**config.mk**
```make
export PLATFORM = sky130hd
export DESIGN_NAME = multi_oneshot
export DESIGN_NICKNAME = d
export VERILOG_FILES = /design/src/rtl/oneshot_pkg.sv /design/src/rtl/oneshot_chan.sv /design/src/rtl/multi_oneshot.sv
export SDC_FILE = /design/constraint.sdc
export NUM_CORES = 1
export LEC_CHECK = 0
export CAP_MARGIN = 20
export CORE_ASPECT_RATIO = 0.75
export CORE_UTILIZATION = 25
export DETAILED_ROUTE_END_ITERATION = 6
export MAX_ROUTING_LAYER = met4
export SLEW_MARGIN = 20
export SYNTH_ARGS = -nofsm -noshare
export SYNTH_HDL_FRONTEND = slang
export SYNTH_SLANG_ARGS = --single-unit
```
**constraint.sdc**
```tcl
create_clock -name Clk -period 2.51 [get_ports Clk]
set_input_delay 0.251 -clock Clk [delete_from_list [all_inputs] [get_ports Clk]]
set_output_delay 0.251 -clock Clk [all_outputs]
set_load 0.03 [all_outputs]
```
**src/rtl/oneshot_pkg.sv**
```systemverilog
// Shared state encoding and default sizing for the multi-channel one-shot.
package oneshot_pkg;

    typedef enum logic [1:0] {
        IDLE  = 2'd0,
        DELAY = 2'd1,
        PULSE = 2'd2
    } state_e;

    localparam int DEF_NUM_CH = 4;
    localparam int DEF_CNT_W  = 8;

endpackage

```
**src/rtl/oneshot_chan.sv**
```systemverilog
// One edge-triggered one-shot channel: IDLE -> DELAY -> PULSE -> IDLE.
// Define ONESHOT_RETRIGGER_EN to let a trigger during PULSE reload the width counter.
module oneshot_chan
    import oneshot_pkg::*;
#(
    parameter int CNT_W = DEF_CNT_W
) (
    input  logic             clk,
    input  logic             rst,
    input  logic             trig,
    input  logic [CNT_W-1:0] delay,
    input  logic [CNT_W-1:0] width,
    output logic             q,
    output logic             q_bar,
    output logic             busy,
    output logic             miss
);

    localparam logic [CNT_W-1:0] ONE = CNT_W'(1);

    state_e           state_q, state_d;
    logic [CNT_W-1:0] cnt_q, cnt_d;
    logic [CNT_W-1:0] wid_q, wid_d;
    logic             q_q, q_d;
    logic             q_bar_q;
    logic             miss_q, miss_d;
    logic             trig_dly_q;
    logic             accept;
    logic             start;

    // A zero-width trigger is dropped everywhere, so it never starts a pulse or flags a miss.
    assign accept = trig && !trig_dly_q && (width != '0);
    assign start  = accept && ((state_q == IDLE) || (state_q == PULSE && cnt_q == ONE));

    always_comb begin
        // NOTE: every _d gets its hold value first, so no path through this block infers a latch.
        state_d = state_q;
        cnt_d   = cnt_q;
        wid_d   = wid_q;
        miss_d  = 1'b0;
        if (start) begin
            if (delay == '0) begin
                state_d = PULSE;
                cnt_d   = width;
            end else begin
                state_d = DELAY;
                cnt_d   = delay;
                wid_d   = width;
            end
        end else begin
            case (state_q)
                DELAY: begin
                    miss_d = accept;
                    if (cnt_q == ONE) begin
                        state_d = PULSE;
                        cnt_d   = wid_q;
                    end else begin
                        cnt_d = cnt_q - ONE;
                    end
                end
                PULSE: begin
                    if (cnt_q == ONE) begin
                        state_d = IDLE;
                        cnt_d   = '0;
                    end else begin
`ifdef ONESHOT_RETRIGGER_EN
                        cnt_d = accept ? width : cnt_q - ONE;
`else
                        cnt_d  = cnt_q - ONE;
                        miss_d = accept;
`endif
                    end
                end
                default: ;
            endcase
        end
        q_d = (state_d == PULSE);
    end

    // NOTE: non-blocking assignments so every flop samples pre-edge values regardless of order.
    always_ff @(posedge clk or posedge rst) begin
        if (rst) begin
            state_q    <= IDLE;
            cnt_q      <= '0;
            wid_q      <= '0;
            q_q        <= 1'b0;
            q_bar_q    <= 1'b1;
            miss_q     <= 1'b0;
            trig_dly_q <= 1'b1; // a Trig held high through reset release must not fire
        end else begin
            state_q    <= state_d;
            cnt_q      <= cnt_d;
            wid_q      <= wid_d;
            q_q        <= q_d;
            q_bar_q    <= ~q_d;
            miss_q     <= miss_d;
            trig_dly_q <= trig;
        end
    end

    assign q     = q_q;
    assign q_bar = q_bar_q;
    assign busy  = (state_q != IDLE);
    assign miss  = miss_q;

endmodule

```
**src/rtl/multi_oneshot.sv**
```systemverilog
// NUM_CH independent one-shot channels sharing one clock and reset.
// Retrigger-in-PULSE behaviour is selected per build with ONESHOT_RETRIGGER_EN.
module multi_oneshot
    import oneshot_pkg::*;
#(
    parameter int NUM_CH = DEF_NUM_CH,
    parameter int CNT_W  = DEF_CNT_W
) (
    input  logic                    Clk,
    input  logic                    Reset,
    input  logic [NUM_CH-1:0]       Trig,
    input  logic [NUM_CH*CNT_W-1:0] Delay,
    input  logic [NUM_CH*CNT_W-1:0] Width,
    output logic [NUM_CH-1:0]       Q,
    output logic [NUM_CH-1:0]       Q_bar,
    output logic [NUM_CH-1:0]       Busy,
    output logic [NUM_CH-1:0]       Miss
);

    for (genvar i = 0; i < NUM_CH; i++) begin : g_chan
        oneshot_chan #(
            .CNT_W(CNT_W)
        ) u_chan (
            .clk  (Clk),
            .rst  (Reset),
            .trig (Trig[i]),
            .delay(Delay[i*CNT_W +: CNT_W]),
            .width(Width[i*CNT_W +: CNT_W]),
            .q    (Q[i]),
            .q_bar(Q_bar[i]),
            .busy (Busy[i]),
            .miss (Miss[i])
        );
    end

endmodule

```
==> results.sh <==
export IMPL_avgRoutedWirePerCell_um=16.4
export IMPL_cts_resized=0
export IMPL_ioPinCount=86
export IMPL_clk_latency_ns=0.34
export IMPL_postCtsSetupBuffers=0
export IMPL_worstMarginPinSlew_ns=0.749
export IMPL_cts_buffer_depth=2
export IMPL_setup_violations=0
export IMPL_peakVddDrop_mv=0.383
export IMPL_grt_max_degree=89
export IMPL_synth_edf_count=0
export IMPL_drv_cap=0
export IMPL_syn_area_per_cell_um2=10.2
export IMPL_critPathCaptureType="flip-flop"
export IMPL_num_fill_cells=2189
export IMPL_via_per_inst=5.14
export IMPL_start_util_pct=25.8
export IMPL_antenna_cells=0
export IMPL_fmax_mhz=429
export IMPL_cts_root_buf="clkbuf_16"
export IMPL_crit_type="reg -> reg"
export IMPL_r2r_start="g_chan[2].u_chan.cnt_q[1]"
export IMPL_hp_class="in -> async"
export IMPL_drive_above_1_share_pct=19.1
export IMPL_rsz0062_at_grt="false"
export IMPL_worstPathRequired_ns=2.74
export IMPL_dp_cells=901
export IMPL_clock_sinks=88
export IMPL_synth_nets=631
export IMPL_cts_tree="built"
export IMPL_path_clk_slew_ns=0.07
export IMPL_power_total_mw=7.30
export IMPL_fin_ws_ns=0.178
export IMPL_synth_area_leaders="dfrtp_1, mux2_2, ha_1, a21oi_1, o22ai_1"
export IMPL_postSynth_asyncResetShare_pct=100
export IMPL_period_share_pct=92.9
export IMPL_power_leakage_nw=2.78
export IMPL_gr_total_overflow=0
export IMPL_yosys_register_bits=88
export IMPL_ys_warn_count=0
export IMPL_fin_tns_setup_ns=0
export IMPL_drt_initial_drc_count=578
export IMPL_period_needed_ns=2.33
export IMPL_dp_hpwl_um=11000
export IMPL_synth_cell_types=66
export IMPL_cts_inserted_buffers=9
export IMPL_synth_top_area_share_pct=36.3
export IMPL_status="complete, no violations"
export IMPL_die_area_um2=22700
export IMPL_startpoint_type="flip-flop"
export IMPL_relSlewSlack_pct=49.8
export IMPL_fp_dieW_um=174
export IMPL_met3_length_um=988
export IMPL_power_density_nw_per_um2=1030
export IMPL_r2r_slack_ns=0.18
export IMPL_grt_pass1_vias=4670
export IMPL_wl_um=15000
export IMPL_drt_met1_wl_um=7860
export IMPL_die_y_um=131
export IMPL_hold_viol=0
export IMPL_highest_layer="met4"
export IMPL_grt_usage_pct=14.3
export IMPL_synth_ff_type="dfrtp_1"
export IMPL_preCtsSetupSlack_ns=0.110
export IMPL_wl_met2_um=5990
export IMPL_synth_most_common_cell="dfrtp_1"
export IMPL_grt_pass1_wl_um=25000
export IMPL_synthCells=541
export IMPL_worstPathMaxFanout=13
export IMPL_arrival_ns=2.56
export IMPL_grt_antenna_before_repair=0
export IMPL_worstReg2RegEnd="g_chan[2].u_chan.cnt_q[7]"
export IMPL_cts_hold_buf=0
export IMPL_slew_violations=0
export IMPL_clock_skew_final_ns=0.00554
export IMPL_synth_common_cells="dfrtp_1, a21oi_1, mux2_2"
export IMPL_num_rows=46
export IMPL_syn_area_um2=5520
export IMPL_post_route_util_pct=33.0
export IMPL_final_cells=917
export IMPL_core_area_um2=21400
export IMPL_fin_nets=714
export IMPL_h_tree_depth=3
export IMPL_drc_errors=0
export IMPL_ys_seq_area_share_pct=40.1
export IMPL_final_antenna_net_count=0
export IMPL_syn_to_final_growth_pct=28.1
export IMPL_dr_pass1_iters=5
export IMPL_gp_congestion=0.862
export IMPL_io_buffers=85
export IMPL_vias=4715
export IMPL_r2r_cells=8
export IMPL_synth_top_area_cell="dfrtp_1"
==> report_power, final <==
group          total [mW]  switching [mW]  internal (mW)
Combinational        3.17            1.63           1.54
Clock                1.48           0.571          0.904
Sequential           2.66           0.645           2.01
Total                7.30            2.85           4.46
==> per-stage QoR <==
stage | instance area (µm²) | hold WS, ns
finish | 7060 | 0.338
global route | 7060 | 0.315
CTS | 7060 | 0.317
detailed placement | 6740 | 0.492
global placement | 6740 | 0.490
floorplan | 5520 | 0.255
==> flip-flops by register name, summed over array words and instances, names as in the netlist <==
signal and count:
g_chan.u_chan.cnt_q 32, g_chan.u_chan.miss 4, g_chan.u_chan.q 4, g_chan.u_chan.q_bar 4, g_chan.u_chan.state_q 8, g_chan.u_chan.trig_dly_q 4, g_chan.u_chan.wid_q 32
==> placed cells by master, fill, tap and decap left out, drive strengths merged, types with 4 or more instances in the layout <==
cell type / synthesis / final
clkdlybuf4s50: 0 / 85
dfrtp: 80 / 80
a21oi: 48 / 48
mux2: 36 / 36
o22ai: 34 / 34
inv: 33 / 33
buf: 22 / 32
ha: 20 / 20
nor3: 19 / 19
nor4: 18 / 18
nor2: 16 / 16
nor3b: 12 / 12
clkbuf: 23 / 12
a31oi: 11 / 11
nand4: 10 / 10
o21ai: 10 / 10
xnor2: 9 / 9
nand3: 9 / 9
mux2i: 8 / 8
o211a: 8 / 8
dfstp: 8 / 8
a2111oi: 7 / 7
a311oi: 6 / 6
a31o: 6 / 6
nand2b: 6 / 6
or4: 6 / 6
or2: 5 / 5
a211o: 5 / 5
nand4b: 5 / 5
a22oi: 5 / 5
a211oi: 4 / 4
o211ai: 4 / 4
o2bb2ai: 4 / 4
and2: 4 / 4
==> worst max-delay path, cell delays in order (launching register included) <==
cell     delay [ns]
dfrtp_1        0.44
inv_1          0.14
ha_1           0.18
nor3b_1        0.31
buf_4          0.26
a31o_2         0.25
nand2_1        0.26
buf_4          0.27
mux2i_1        0.11
==> area by class of cell <==
| type | instances | area [µm²] | share of cell area (%) |
|---|---|---|---|
| multi-input cells | 375 | 2940 | 41.6 |
| clock buffers | 12 | 246 | 3.49 |
| flip-flops and latches | 88 | 2210 | 31.3 |
| inverters | 33 | 128 | 1.81 |
| clock inverters | 4 | 76.3 | 1.08 |
| well taps | 288 | 360 | 5.10 |
| repair buffers | 117 | 1100 | 15.6 |
==> metal layers <==
| layer | GRT usage, % | up-vias |
|---|---|---|
| met5 | - | - |
| met4 | 3.80 | 0 |
| met3 | 3.82 | 20 |
| met2 | 19.0 | 173 |
| met1 | 20.9 | 2273 |
| li1 | - | 2249 |
==> cell families after synthesis <==
kind of cell / Yosys count / share of synthesized area (%)
simple gates: 130 / 17.2
fa+ha+maj: 20 / 4.54
mux: 44 / 8.80
xor+xnor: 10 / 1.59
compound gates: 171 / 21.2
flops: 88 / 40.1
buf+inv: 78 / 6.65
==> worst max path at each step <==
stage / startpoint / endpoint
2_1_floorplan: g_chan[1].u_chan.cnt_q[1] / g_chan[1].u_chan.wid_q[0]
3_3_place_gp: Width[16] / g_chan[2].u_chan.cnt_q[7]
3_5_place_dp: Width[16] / g_chan[2].u_chan.cnt_q[7]
4_1_cts: g_chan[1].u_chan.cnt_q[1] / g_chan[1].u_chan.wid_q[1]
5_1_grt: g_chan[1].u_chan.cnt_q[1] / g_chan[1].u_chan.wid_q[1]
6_report: g_chan[2].u_chan.cnt_q[1] / g_chan[2].u_chan.cnt_q[7]
(Power assumes the default switching activity.)
